`src/rtl/mem_port_arbiter_pkg.sv`:
```
// Shared types and constants for the fetch/LSU memory port arbiter.
package mem_port_arbiter_pkg;

    typedef enum logic [1:0] {
        ST_IDLE   = 2'd0,
        ST_ACCESS = 2'd1,
        ST_RESP   = 2'd2
    } state_t;

    typedef enum logic {
        OWN_I = 1'b0,
        OWN_D = 1'b1
    } owner_t;

    localparam logic [2:0] F3_LB  = 3'b000;
    localparam logic [2:0] F3_LH  = 3'b001;
    localparam logic [2:0] F3_LW  = 3'b010;
    localparam logic [2:0] F3_LBU = 3'b100;
    localparam logic [2:0] F3_LHU = 3'b101;
    localparam logic [2:0] F3_SB  = 3'b000;
    localparam logic [2:0] F3_SH  = 3'b001;
    localparam logic [2:0] F3_SW  = 3'b010;

    // True when funct3 names a supported load (we=0) or store (we=1).
    function automatic logic f3_legal(input logic we, input logic [2:0] f3);
        if (we) begin
            return (f3 == F3_SB) || (f3 == F3_SH) || (f3 == F3_SW);
        end
        return (f3 == F3_LB) || (f3 == F3_LH) || (f3 == F3_LW) ||
               (f3 == F3_LBU) || (f3 == F3_LHU);
    endfunction

endpackage

```
`src/rtl/mem_port_arbiter_lane_align.sv`:
```
// Byte-lane placement for stores and extract/extend for loads.
module mem_lane_align
    import mem_port_arbiter_pkg::*;
(
    input  logic [2:0]  funct3,
    input  logic [1:0]  offset,
    input  logic [31:0] wdata,
    input  logic [31:0] rdata,
    output logic [3:0]  wmask,
    output logic [31:0] wlanes,
    output logic [31:0] rdata_ext
);

    logic [31:0] shifted;

    assign shifted = rdata >> {offset, 3'b000};

    // Store data is replicated across lanes; the mask picks the live ones.
    always_comb begin
        wmask  = 4'b1111;
        wlanes = wdata;
        case (funct3[1:0])
            2'b00: begin
                wmask  = 4'b0001 << offset;
                wlanes = {4{wdata[7:0]}};
            end
            2'b01: begin
                wmask  = 4'b0011 << offset;
                wlanes = {2{wdata[15:0]}};
            end
            default: begin
                wmask  = 4'b1111;
                wlanes = wdata;
            end
        endcase
    end

    // Load result: select the addressed byte/halfword and extend it.
    always_comb begin
        rdata_ext = rdata;
        case (funct3)
            F3_LB:   rdata_ext = {{24{shifted[7]}}, shifted[7:0]};
            F3_LH:   rdata_ext = {{16{shifted[15]}}, shifted[15:0]};
            F3_LBU:  rdata_ext = {24'd0, shifted[7:0]};
            F3_LHU:  rdata_ext = {16'd0, shifted[15:0]};
            default: rdata_ext = rdata;
        endcase
    end

endmodule

```
`src/rtl/mem_port_arbiter.sv`:
```
// Round-robin arbiter sharing one single-port memory between fetch and LSU.
module mem_port_arbiter
    import mem_port_arbiter_pkg::*;
#(
    parameter int unsigned MEM_AW = 8,
    parameter int unsigned XLEN   = 32
) (
    input  logic              clk,
    input  logic              rst,
    input  logic              i_req_valid,
    output logic              i_req_ready,
    input  logic [XLEN-1:0]   i_req_addr,
    output logic              i_rsp_valid,
    input  logic              i_rsp_ready,
    output logic [XLEN-1:0]   i_rsp_data,
    output logic              i_rsp_err,
    input  logic              d_req_valid,
    output logic              d_req_ready,
    input  logic [XLEN-1:0]   d_req_addr,
    input  logic              d_req_we,
    input  logic [2:0]        d_req_funct3,
    input  logic [XLEN-1:0]   d_req_wdata,
    output logic              d_rsp_valid,
    input  logic              d_rsp_ready,
    output logic [XLEN-1:0]   d_rsp_data,
    output logic              d_rsp_err,
    output logic              mem_request,
    output logic              mem_we_re,
    output logic [MEM_AW-1:0] mem_address,
    output logic [XLEN-1:0]   mem_w_data,
    output logic [3:0]        mem_masking,
    input  logic [XLEN-1:0]   mem_r_data
);

    state_t              state;
    owner_t              owner_q;
    owner_t              last_grant;
    logic [MEM_AW+1:0]   addr_q;
    logic                we_q;
    logic [2:0]          f3_q;
    logic [XLEN-1:0]     wdata_q;
    logic [XLEN-1:0]     rsp_data_q;
    logic                rsp_err_q;

    logic                grant_i;
    logic                grant_d;
    logic [XLEN-1:0]     sel_addr;
    logic                req_err;
    logic [3:0]          wmask;
    logic [XLEN-1:0]     wlanes;
    logic [XLEN-1:0]     rdata_ext;
    logic                access;
    logic                store_access;
    logic                resp;

    // Round-robin grant, only offered while idle.
    always_comb begin
        grant_i = 1'b0;
        grant_d = 1'b0;
        if (state == ST_IDLE) begin
            if (i_req_valid && d_req_valid) begin
                grant_i = (last_grant == OWN_D);
                grant_d = (last_grant == OWN_I);
            end else begin
                grant_i = i_req_valid;
                grant_d = d_req_valid;
            end
        end
    end

    assign i_req_ready = grant_i;
    assign d_req_ready = grant_d;
    assign sel_addr    = grant_i ? i_req_addr : d_req_addr;

    // Range, alignment and funct3 legality of the request being granted.
    always_comb begin
        req_err = |sel_addr[XLEN-1:MEM_AW+2];
        if (grant_i) begin
            if (|sel_addr[1:0]) req_err = 1'b1;
        end else begin
            if (!f3_legal(d_req_we, d_req_funct3)) req_err = 1'b1;
            if (d_req_funct3[1:0] == 2'b10 && |sel_addr[1:0]) req_err = 1'b1;
            if (d_req_funct3[1:0] == 2'b01 && sel_addr[0]) req_err = 1'b1;
        end
    end

    mem_lane_align u_align (
        .funct3    (f3_q),
        .offset    (addr_q[1:0]),
        .wdata     (wdata_q),
        .rdata     (mem_r_data),
        .wmask     (wmask),
        .wlanes    (wlanes),
        .rdata_ext (rdata_ext)
    );

    // Memory strobes are decoded from state so reset kills an access at once.
    assign access       = (state == ST_ACCESS);
    assign store_access = access && we_q;
    assign mem_request  = access;
    assign mem_we_re    = !store_access;
    assign mem_address  = access ? addr_q[MEM_AW+1:2] : '0;
    assign mem_w_data   = store_access ? wlanes : '0;
    assign mem_masking  = store_access ? wmask : 4'b0000;

    assign resp        = (state == ST_RESP);
    assign i_rsp_valid = resp && (owner_q == OWN_I);
    assign d_rsp_valid = resp && (owner_q == OWN_D);
    assign i_rsp_data  = i_rsp_valid ? rsp_data_q : '0;
    assign d_rsp_data  = d_rsp_valid ? rsp_data_q : '0;
    assign i_rsp_err   = i_rsp_valid && rsp_err_q;
    assign d_rsp_err   = d_rsp_valid && rsp_err_q;

    // Request/access/response sequencer with latched request fields.
    always_ff @(posedge clk or posedge rst) begin
        if (rst) begin
            state      <= ST_IDLE;
            owner_q    <= OWN_I;
            last_grant <= OWN_D;
            addr_q     <= '0;
            we_q       <= 1'b0;
            f3_q       <= F3_LW;
            wdata_q    <= '0;
            rsp_data_q <= '0;
            rsp_err_q  <= 1'b0;
        end else begin
            case (state)
                ST_IDLE: begin
                    if (grant_i || grant_d) begin
                        owner_q    <= grant_i ? OWN_I : OWN_D;
                        last_grant <= grant_i ? OWN_I : OWN_D;
                        addr_q     <= sel_addr[MEM_AW+1:0];
                        we_q       <= grant_d && d_req_we;
                        f3_q       <= grant_i ? F3_LW : d_req_funct3;
                        wdata_q    <= grant_i ? '0 : d_req_wdata;
                        rsp_data_q <= '0;
                        rsp_err_q  <= req_err;
                        state      <= req_err ? ST_RESP : ST_ACCESS;
                    end
                end
                ST_ACCESS: begin
                    rsp_data_q <= we_q ? '0 : rdata_ext;
                    state      <= ST_RESP;
                end
                ST_RESP: begin
                    if ((owner_q == OWN_I) ? i_rsp_ready : d_rsp_ready) begin
                        state <= ST_IDLE;
                    end
                end
                default: state <= ST_IDLE;
            endcase
        end
    end

endmodule

```
`config.mk`:
```
export PLATFORM = sky130hd
export DESIGN_NAME = mem_port_arbiter
export DESIGN_NICKNAME = d
export VERILOG_FILES = /design/src/rtl/mem_port_arbiter_pkg.sv /design/src/rtl/mem_port_arbiter_lane_align.sv /design/src/rtl/mem_port_arbiter.sv
export SDC_FILE = /design/constraint.sdc
export NUM_CORES = 1
export LEC_CHECK = 0
export CELL_PAD_IN_SITES_DETAIL_PLACEMENT = 0
export CELL_PAD_IN_SITES_GLOBAL_PLACEMENT = 1
export CORE_ASPECT_RATIO = 2
export CORE_MARGIN = 2
export CORE_UTILIZATION = 27
export CTS_CLUSTER_SIZE = 16
export DETAILED_ROUTE_END_ITERATION = 10
export HOLD_SLACK_MARGIN = 0.03
export PLACE_DENSITY = 0.87
export SETUP_SLACK_MARGIN = 0.4
export SYNTH_ARGS = -nofsm -noshare
export SYNTH_HDL_FRONTEND = slang
export SYNTH_HIERARCHICAL = 1
export SYNTH_SLANG_ARGS = --single-unit
export TNS_END_PERCENT = 30
```
`constraint.sdc`:
```
create_clock -name clk -period 2.5 [get_ports clk]
set_input_delay 0.5 -clock clk [delete_from_list [all_inputs] [get_ports clk]]
set_output_delay 0.5 -clock clk [all_outputs]
set_load 0.01 [all_outputs]
```
; Yosys cells after proc, flatten, opt, wreduce, memory -nomap -nowiden
; Cells that the tools add are included.
[classes]
shifts = 3
n_bitwise = 2
n_mux = 34
reduce_logical = 25
n_eq_ne = 14
[op_table]
columns = op, n
row1 = $mux 32, 7
row2 = $pmux 32 s2, 2
row3 = $pmux 32 s4, 1
row4 = $shr 32x5->16, 1
row5 = $reduce_or 22->1, 1
row6 = $mux 1, 16
row7 = $eq 3x3->1 const B, 4
row8 = $logic_and 1x1->1, 9
row9 = $mux 8, 1
row10 = $pmux 4 s2, 1
row11 = $eq 2x1->1 const B, 3
row12 = $eq 3x1->1 const B, 2
row13 = $logic_not 3->1, 2
row14 = $mux 2, 3
row15 = $pmux 2 s3, 1
row16 = $reduce_and 2->1, 3
row17 = $logic_or 1x1->1, 5
row18 = $eq 2x2->1 const B, 2
row19 = $logic_not 2->1, 2
row20 = $mux 4, 1
row21 = $ne 2x1->1 const B, 2
row22 = $shl 1x2->4 const A, 1
row23 = $shl 2x2->4 const A, 1
row24 = $eq 3x2->1 const B, 1
row25 = 5 further kinds, 6
[word_totals]
word_cells = 87
out_inout_bits = 116
inputBits = 138
regBits = 83

; Longest topological paths before layout
; Gate-level depths: netlist (run 1).
[logic_depth]
ltp_word = 14
mapped_depth = 6
ltp_nobuf = 4

; By module
; Netlist (run 1), hierarchy kept.
[modules_own_cells]
columns = module, cells_per_inst, n_inst, area_each_um2, seq_area_each_um2
row1 = mem_port_arbiter, 374, 1, 4025.1, 2079.5
row2 = mem_lane_align, 196, 1, 1360.1, 0.0

; Least setup slack after synthesis (run 1)
; No wires, ideal clock.
[synth_timing]
kind = reg2out
from = register f3_q[1]
to = output mem_w_data[24]
t_arrival_ns = 1.476
required_time_ns = 2.000
setup_slack_ns = 0.524
path_buffers = 3
stages_incl_launch_ff = 7
path_cell_list = dfstp_2 -> buf_2 -> buf_2 -> buf_1 -> nand2_1 -> o21ai_0 -> and3_1
[synth_between]
elab_chain_len = 3
word_cells_on_any_way = 4
classes_between = eq/ne: 1 / mux: 2 / reduce/logical: 1
[synth_lines]
columns = item, line
row1 = start: declaration, mem_port_arbiter.sv:40  ; logic [2:0] f3_q;
row2 = start signal: assignment, mem_port_arbiter.sv:134  ; f3_q <= grant_i ? F3_LW : d_req_funct3;
row3 = $eq 2x1->1 or $logic_not 2->1 (tied branches), mem_port_arbiter_lane_align.sv:22  ; case (funct3[1:0])
row4 = $pmux 32 s2 (*), mem_port_arbiter_lane_align.sv:22
row5 = net wlanes[24], mem_port_arbiter.sv:50  ; logic [XLEN-1:0] wlanes;
row6 = $mux 32 (*), mem_port_arbiter.sv:103  ; assign mem_w_data = store_access ? wlanes : '0;
row7 = end: declaration, mem_port_arbiter.sv:30  ; output logic [XLEN-1:0] mem_w_data,
; Mark *: on every way through the listed nets, which the timed path passes. The rest lies on a longest branch.

; Worst setup path in the final report (run 1)
[layout_timing]
from = register f3_q[1]
to = output mem_w_data[11]
; Same word-level chain as after synthesis.

==> results.cfg, run 1 <==
[drt]
via_per_inst = 4.98
vias = 5543
firstDrtPassIters = 5
wl_per_cell_um = 20.3
antenna_left = 0
drc_errors = 0
first_iter_violations = 241
wirelength_mm = 22.7

[die]
core_um2 = 19700
io-pin-count = 254
fp.dieArea_um2 = 21200
die_w_um = 104
fp.dieH_um = 204
initial_core_util_pct = 27.3
rows = 73

[global_route]
grt_overflow = 0
grt_pass1_vias = 5744
grt_pass1_wl_mm = 33.1
track_usage_pct = 20.5
grt_max_degree = 60
antenna_found_initial = 1

[logic_synthesis]
synth_top_area_cell = dfrtp_1
synthFlopType = dfrtp_1
yosysTopAreaCellShare_pct = 37.6
yosys_warnings = 6
synth.distinct_cells = 48
syn_nets = 708
synth_cells = 570
synthTopCellsByArea = dfrtp_1, a22o_1, and2_1
synth_edf_count = 0
synthAdderAreaFrac_pct = 0
synth_compound_area_share_pct = 20.9
ys_ff_latch = 83
ys_seq_area_share_pct = 38.6
synth_simple_gate_area_share_pct = 23.0
synthMuxAreaShare_pct = 10.6
netlist_area_um2 = 5390
synth_xor_area_share_pct = 0
synth-async-reset-ratio_pct = 100
synth.avg_cell_area_um2 = 9.45
synth_top_family_by_area = simple AND/OR/NAND/NOR gates

[status]
status = complete, no violations

[power_and_ir_drop]
max-vdd-ir-drop_mv = 0.421
power.density_nw_per_um2 = 805
power_leakage_uw = 0.00452

[hold_path]
hp-class = flip-flop to flip-flop
min_path_cells = 2

[clock_tree]
cts_hold_buf = 0
numClockSinks = 83
cts_buffers = 9
insertion_delay_ns = 0.35
cts_root_buffer = clkbuf_16
cts.htree.levels = 3
tritoncts = done
path_clk_slew_ns = 0.06
clk_path_buf_depth = 2

[timing]
slew_headroom_pct = 54.1
fmax_mhz = 434
holdWs_ns = 0.480
skew_ns = 0.0125
worst_pin_slew_ns = 0.688
rsz0062_at_grt = true
hold_viol_final = 0
final-setup-viol-count = 0
finalCritPeriodShare_pct = 92.3
drv_slew = 0
worst_slack_ns = 0.193
layout_min_cycle_time_ns = 2.31

[setup_path]
worstSetupEndpointType = output pin
slowest_delay_ns = 0.57
crit_fanout = 8
worstPathRequired_ns = 2.00
reg2regPathDepth = 7
cp.arrival_ns = 1.81
critical_path_buf_inv_count = 3
crit_type = flip-flop to output pin
critPathSlowestCell = dfstp_2
crit_family = flip-flops
path_cells = buf_6, nor2_4, buf_12, mux2_2, and3_1, buf_2
crit_cells = 6
cp-start-kind = flip-flop

[cells_and_area]
fin_area_um2 = 9290
fin_util_pct = 47.1
layout.cells.most_common = clkdlybuf4s50_1
drive_gt1_share_pct = 27.7
fillers = 1924
final_nets = 984
syn_to_final_growth_pct = 72.5
mostFrequentLayoutCells = clkdlybuf4s50_1, dfrtp_1, a22o_1, and2_1, dlygate4sd2_1

[placed_design]
gp_congestion = 0.854
hpwl_mm = 15.3
place_area_um2 = 8230
place_ws_ns = -0.0918
portBuffers = 253

[job]
maxCapViolCount = 0
==> area by class of cell <==
cell class | count | area (µm²) | area share (%)
clock buffers | 13 | 240 | 2.59
repair buffers | 323 | 3390 | 36.5
clock inverters | 3 | 40.0 | 0.431
flip-flops and latches | 83 | 2080 | 22.4
diodes | 1 | 2.50 | 0.0269
inverters | 13 | 57.6 | 0.620
well taps | 262 | 328 | 3.53
multi-input cells | 416 | 3150 | 33.9
==> kinds of logic after synthesis <==
family                 Yosys count
AO/OA/AOI/OAI                  145
buffers and inverters           71
flip-flops                      83
multiplexers                    54
AND/OR/NAND/NOR                217
==> synth_stat cells (all sizes together), types with 2 or more instances <==
cell     n
o21bai   3
or2      3
nand2   48
a21oi    2
mux2    26
buf     36
o31ai    2
dfstp    2
clkbuf  22
o22ai    2
o221ai   9
nor4    11
nor2    10
o21ai   44
inv     13
and3    44
a21o     2
mux2i   28
and3b    2
nand3    2
and2    75
dfrtp   81
a22oi    6
nand2b  15
nor2b    3
nand4    2
a22o    67
==> power by group <==
part	leakage (µW)	switching (µW)	internal [µW]	total (µW)
Combinational	0.00329	1960	2230	4190
Clock	0.000138	542	773	1320
Sequential	0.00109	290	1680	1970
Total	0.00452	2790	4690	7480
==> worst register-to-register path, cell delays in order (launching register included) <==
cell,delay [ns]
dfstp_2,0.57
buf_6,0.12
buf_6,0.11
buf_4,0.27
or2_1,0.15
a221o_2,0.37
o21ai_0,0.18
a22o_1,0.22
==> worst paths after layout <==
check                          start             end  slack, ns
max                          f3_q[1]  mem_w_data[11]       0.19
min                        addr_q[5]       addr_q[5]       0.48
max reg2reg                  f3_q[1]  rsp_data_q[21]       0.38
min reg2reg                addr_q[5]       addr_q[5]       0.48
max in group asynchronous        rst  rsp_data_q[20]       1.28
min in group asynchronous        rst       rsp_err_q       0.57
==> sequential cells by signal (all words and copies together), names as in the netlist <==
register    cells
wdata_q        32
state           2
rsp_err_q       1
owner_q         1
last_grant      1
we_q            1
addr_q         10
f3_q            3
rsp_data_q     32
==> through the flow <==
| stage | instances | power, µW | TNS [ns] |
|---|---|---|---|
| after floorplan | 570 | 3850 | 0 |
| after global placement | 1053 | 4790 | 0 |
| after detailed placement | 1053 | 4850 | -0.369 |
| after CTS | 1104 | 7120 | 0 |
| after global routing | 1114 | 7900 | 0 |
| final | 1114 | 7480 | 0 |
==> metal layers <==
| layer | vias up | GRT usage [%] | routed length, µm | share of wire (%) |
|---|---|---|---|---|
| li1 | 2607 | - | - | - |
| met1 | 2654 | 20.8 | 7920 | 35 |
| met2 | 228 | 39.9 | 12700 | 56 |
| met3 | 54 | 2.49 | 958 | 4.2 |
| met4 | 0 | 11.1 | 1070 | 4.7 |
| met5 | - | 0 | 0 | 0 |
==> timing repair <==
item,4_1_cts,5_1_grt
pin swaps,8,7
setup endpoints to repair,132,136
gates cloned,8,3
setup buffers,27,6
gates resized for setup,297,138
Note: power is estimated with default switching activity, not from simulation.
==> run 2, diff against run 1 <==
- CORE_MARGIN: 2 -> not set
==> results.cfg, run 2 (synthesized netlist as in run 1, its figures left out) <==
[setup_path]
critical_path_buf_inv_count = 4
cp.arrival_ns = 1.98
worstSetupEndpointType = output pin
crit_type = flip-flop to output pin
crit_family = flip-flops
r2r_slack_ns = 0.43
cp_common_cell = buf_6
critPathSlowestCell = dfstp_2
slowest_delay_ns = 0.64
worstPathRequired_ns = 2.00
cp-start-kind = flip-flop
path_cells = buf_6, nor2_4, buf_8, buf_12, mux2_4, and3_4, buf_6
crit_fanout = 6

[hold_path]
hp-class = flip-flop to flip-flop

[drt]
wl_per_cell_um = 20.2
vias = 5545
wirelength_mm = 22.3
drc_errors = 0
antenna_left = 0
via_per_inst = 5.02
firstDrtPassIters = 5
first_iter_violations = 204

[cells_and_area]
fin_util_pct = 46.5
final_cells = 1105
mostFrequentLayoutCells = clkdlybuf4s50_1, dfrtp_1, a22o_1, and2_1, nand2_1
top_regs = rsp_data_q (32), wdata_q (32), addr_q (10)
final_nets = 978
fin_area_um2 = 9040
syn_to_final_growth_pct = 67.9
drive_gt1_share_pct = 31.0
layout.cells.most_common = clkdlybuf4s50_1
fillers = 1933

[die]
die_w_um = 102
io-pin-count = 254
fp.dieArea_um2 = 20500
initial_core_util_pct = 27.7
core_um2 = 19500
fp.dieH_um = 202
rows = 72

[global_route]
grt_overflow = 0
grt_pass1_vias = 5578
track_usage_pct = 20.9
grt_max_degree = 84
antenna_found_initial = 2
grt_pass1_wl_mm = 32.3

[placed_design]
hpwl_mm = 15.1
place_area_um2 = 8200
portBuffers = 253
placed_cells = 1050
gp_congestion = 0.829

[power_and_ir_drop]
power.density_nw_per_um2 = 808
power_uw = 7310
max-vdd-ir-drop_mv = 0.357
power_leakage_uw = 0.00444

[clock_tree]
tritoncts = done
cts.htree.levels = 3
path_clk_slew_ns = 0.06
cts_buffers = 9
clk_path_buf_depth = 2
numClockSinks = 83
insertion_delay_ns = 0.34
cts_root_buffer = clkbuf_16

[timing]
skew_ns = 0.00639
layout_min_cycle_time_ns = 2.48
hold_viol_final = 0
rsz0062_at_grt = true
worst_pin_slew_ns = 0.581
drv_slew = 0
fmax_mhz = 403
final-setup-viol-count = 0
finalSetupTns_ns = 0
finalCritPeriodShare_pct = 99.3
slew_headroom_pct = 61.2

[status]
status = complete, no violations

[job]
maxCapViolCount = 0
## run 2: final timing paths
kind	from	endpoint	cells after the start
worst max register to register	f3_q[1]	rsp_data_q[21]	8
worst min register to register	addr_q[3]	addr_q[3]	2
min in group asynchronous	rst	rsp_data_q[30]	3
worst max-delay path	f3_q[1]	mem_w_data[10]	7
max in group asynchronous	rst	rsp_data_q[16]	3
worst min-delay path	addr_q[3]	addr_q[3]	2
## run 2: area by class of cell
| cell class | count | area [µm²] | area share [%] |
|---|---|---|---|
| antenna | 2 | 5.00 | 0.0554 |
| clock buffer | 10 | 229 | 2.53 |
| clock inverter | 5 | 31.3 | 0.346 |
| inverter | 13 | 55.1 | 0.609 |
| multi-input combinational | 416 | 3190 | 35.3 |
| sequential | 83 | 2080 | 23.0 |
| tap | 259 | 324 | 3.58 |
| timing repair buffer | 317 | 3120 | 34.5 |
## run 2: repair_timing
action / CTS / global route
resized for setup: 238 / 215
endpoints found under the setup margin: 132 / 131
gates cloned: 4 / 4
hold buffers: 0 / 0
pin swaps: 7 / 10
setup buffers: 19 / 11
## run 2: per-stage QoR
stage                     hold WS, ns  setup slack (ns)
after global placement          0.461            0.0503
final                           0.481            0.0179
after detailed placement        0.473           0.00582
after global routing            0.503           -0.0284
after floorplan                 0.447             0.524
after CTS                       0.487           -0.0184
## run 2: where the power goes
part | switching, µW | internal (µW) | leakage (µW)
logic | 1920 | 2180 | 0.00322
clock network | 559 | 665 | 0.000128
registers | 309 | 1680 | 0.00110
## run 2: tightest hold or removal path, cell delays in order, from the launching register on
cell and delay, ns:
dfrtp_1 0.34, nand2_1 0.05, o21ai_1 0.06
## run 2: layer usage
metal	up-vias	GRT usage, %	part of all wire (%)
met5	-	0	0
met4	0	9.29	3.9
met3	48	3.30	4.6
met2	210	39.4	57
met1	2702	22.1	34
li1	2585	-	-
==> run 3, diff against run 2 <==
- CORE_UTILIZATION: 27 -> 28
- CTS_BUF_LIST: not set -> sky130_fd_sc_hd__clkbuf_8
- GPL_ROUTABILITY_DRIVEN: not set -> 0
- PLACE_DENSITY: 0.87 -> 0.89
==> results.cfg, run 3 (synthesized netlist as in run 1, its figures left out) <==
[setup_path]
cp.arrival_ns = 1.80
reg2reg_from = f3_q[1]
worstSetupEndpointType = output pin
crit_fanout = 8
r2r-end = rsp_data_q[25]
cp-start-kind = flip-flop
worstPathRequired_ns = 2.00
crit_type = flip-flop to output pin
r2r_slack_ns = 0.30
reg2regPathDepth = 9

[global_route]
track_usage_pct = 21.8
grt_overflow = 0
grt_max_degree = 60
grt_pass1_vias = 5528
antenna_found_initial = 3
grt_pass1_wl_mm = 32.2

[clock_tree]
cts_buffers = 9
cts.htree.levels = 3
insertion_delay_ns = 0.37
tritoncts = done
path_clk_slew_ns = 0.09
clk_path_buf_depth = 2
cts_hold_buf = 0
numClockSinks = 83
cts_root_buffer = clkbuf_8

[cells_and_area]
final_nets = 981
fin_util_pct = 48.7
final_cells = 1106
fillers = 1812
drive_gt1_share_pct = 28.2
fin_area_um2 = 9180
area.sequential_um2 = 2080
multi_input_area_um2 = 3160
top_regs = rsp_data_q (32), wdata_q (32), addr_q (10)
mostFrequentLayoutCells = clkdlybuf4s50_1, dfrtp_1, a22o_1, and2_1, dlygate4sd2_1
layout.cells.most_common = clkdlybuf4s50_1
syn_to_final_growth_pct = 70.4

[drt]
vias = 5530
first_iter_violations = 246
firstDrtPassIters = 5
wirelength_mm = 22.4
via_per_inst = 5.00
drc_errors = 0
wl_per_cell_um = 20.3
antenna_left = 0

[timing]
worst_pin_slew_ns = 0.579
finalCritPeriodShare_pct = 92.1
slew_headroom_pct = 61.3
finalSetupTns_ns = 0
fmax_mhz = 434
hold_viol_final = 0
skew_ns = 0.0137
final-setup-viol-count = 0
drv_slew = 0
layout_min_cycle_time_ns = 2.30
rsz0062_at_grt = true

[placed_design]
hpwl_mm = 15.0
place_area_um2 = 8210
placed_cells = 1043
portBuffers = 253

[hold_path]
whs_endpoint = addr_q[7]
hp-class = flip-flop to flip-flop
min_path_cells = 2
holdCritStartpoint = addr_q[7]

[die]
io-pin-count = 254
core_um2 = 18800
fp.dieArea_um2 = 19800
die_w_um = 100
initial_core_util_pct = 28.6
fp.dieH_um = 198
rows = 71

[power_and_ir_drop]
power.density_nw_per_um2 = 759
max-vdd-ir-drop_mv = 0.374
power_uw = 6970
power_leakage_uw = 0.00450

[job]
maxCapViolCount = 0

[status]
status = complete, no violations
==> run 3: routing by layer <==
metal / vias to the layer above / GRT usage [%] / share of wire [%]
met3: 47 / 2.93 / 4.1
met5: - / 0 / 0
met4: 0 / 12.8 / 5.2
li1: 2612 / - / -
met2: 219 / 41.8 / 57
met1: 2652 / 21.8 / 33
==> run 3: power by group <==
group	internal, µW	switching, µW
combinational	2050	1910
sequential	1680	306
clock	490	531
total	4220	2750
==> run 3: cell type report <==
type	count	area share, %
Clock inverter	6	0.695
Timing Repair Buffer	320	36.4
Multi-Input combinational cell	416	34.5
Inverter	13	0.654
Clock buffer	10	1.50
Antenna cell	3	0.0818
Tap cell	255	3.48
Sequential cell	83	22.7
==> run 3: repair_timing <==
item / 4_1_cts / 5_1_grt
setup buffers: 14 / 16
pin swaps: 6 / 9
resized for setup: 253 / 173
cloned: 8 / 6
setup endpoints to repair: 116 / 136
==> run 3: worst max-delay path, stage by stage (launching register included) <==
cell and delay (ns):
dfrtp_1 0.41, nand2b_4 0.18, nor2_4 0.15, buf_6 0.16
clkbuf_16 0.15, and2_1 0.12, dlygate4sd2_1 0.26
==> run 3: per-stage QoR <==
| step | hold WS (ns) | worst slack [ns] |
|---|---|---|
| 2_1_floorplan | 0.447 | 0.524 |
| 3_3_place_gp | 0.458 | 0.177 |
| 3_5_place_dp | 0.471 | 0.179 |
| 4_1_cts | 0.486 | 0.127 |
| 5_1_grt | 0.530 | 0.126 |
| 6_report | 0.478 | 0.197 |
==> run 3: worst max-delay path by stage <==
| stage | end | slack (ns) | startpoint |
|---|---|---|---|
| floorplan | mem_w_data[24] | 0.52 | f3_q[1] |
| global placement | d_req_ready | 0.18 | d_req_valid |
| detailed placement | d_req_ready | 0.18 | d_req_valid |
| CTS | mem_w_data[19] | 0.13 | f3_q[1] |
| global route | mem_w_data[18] | 0.13 | f3_q[1] |
| finish | d_rsp_data[16] | 0.20 | state[0] |
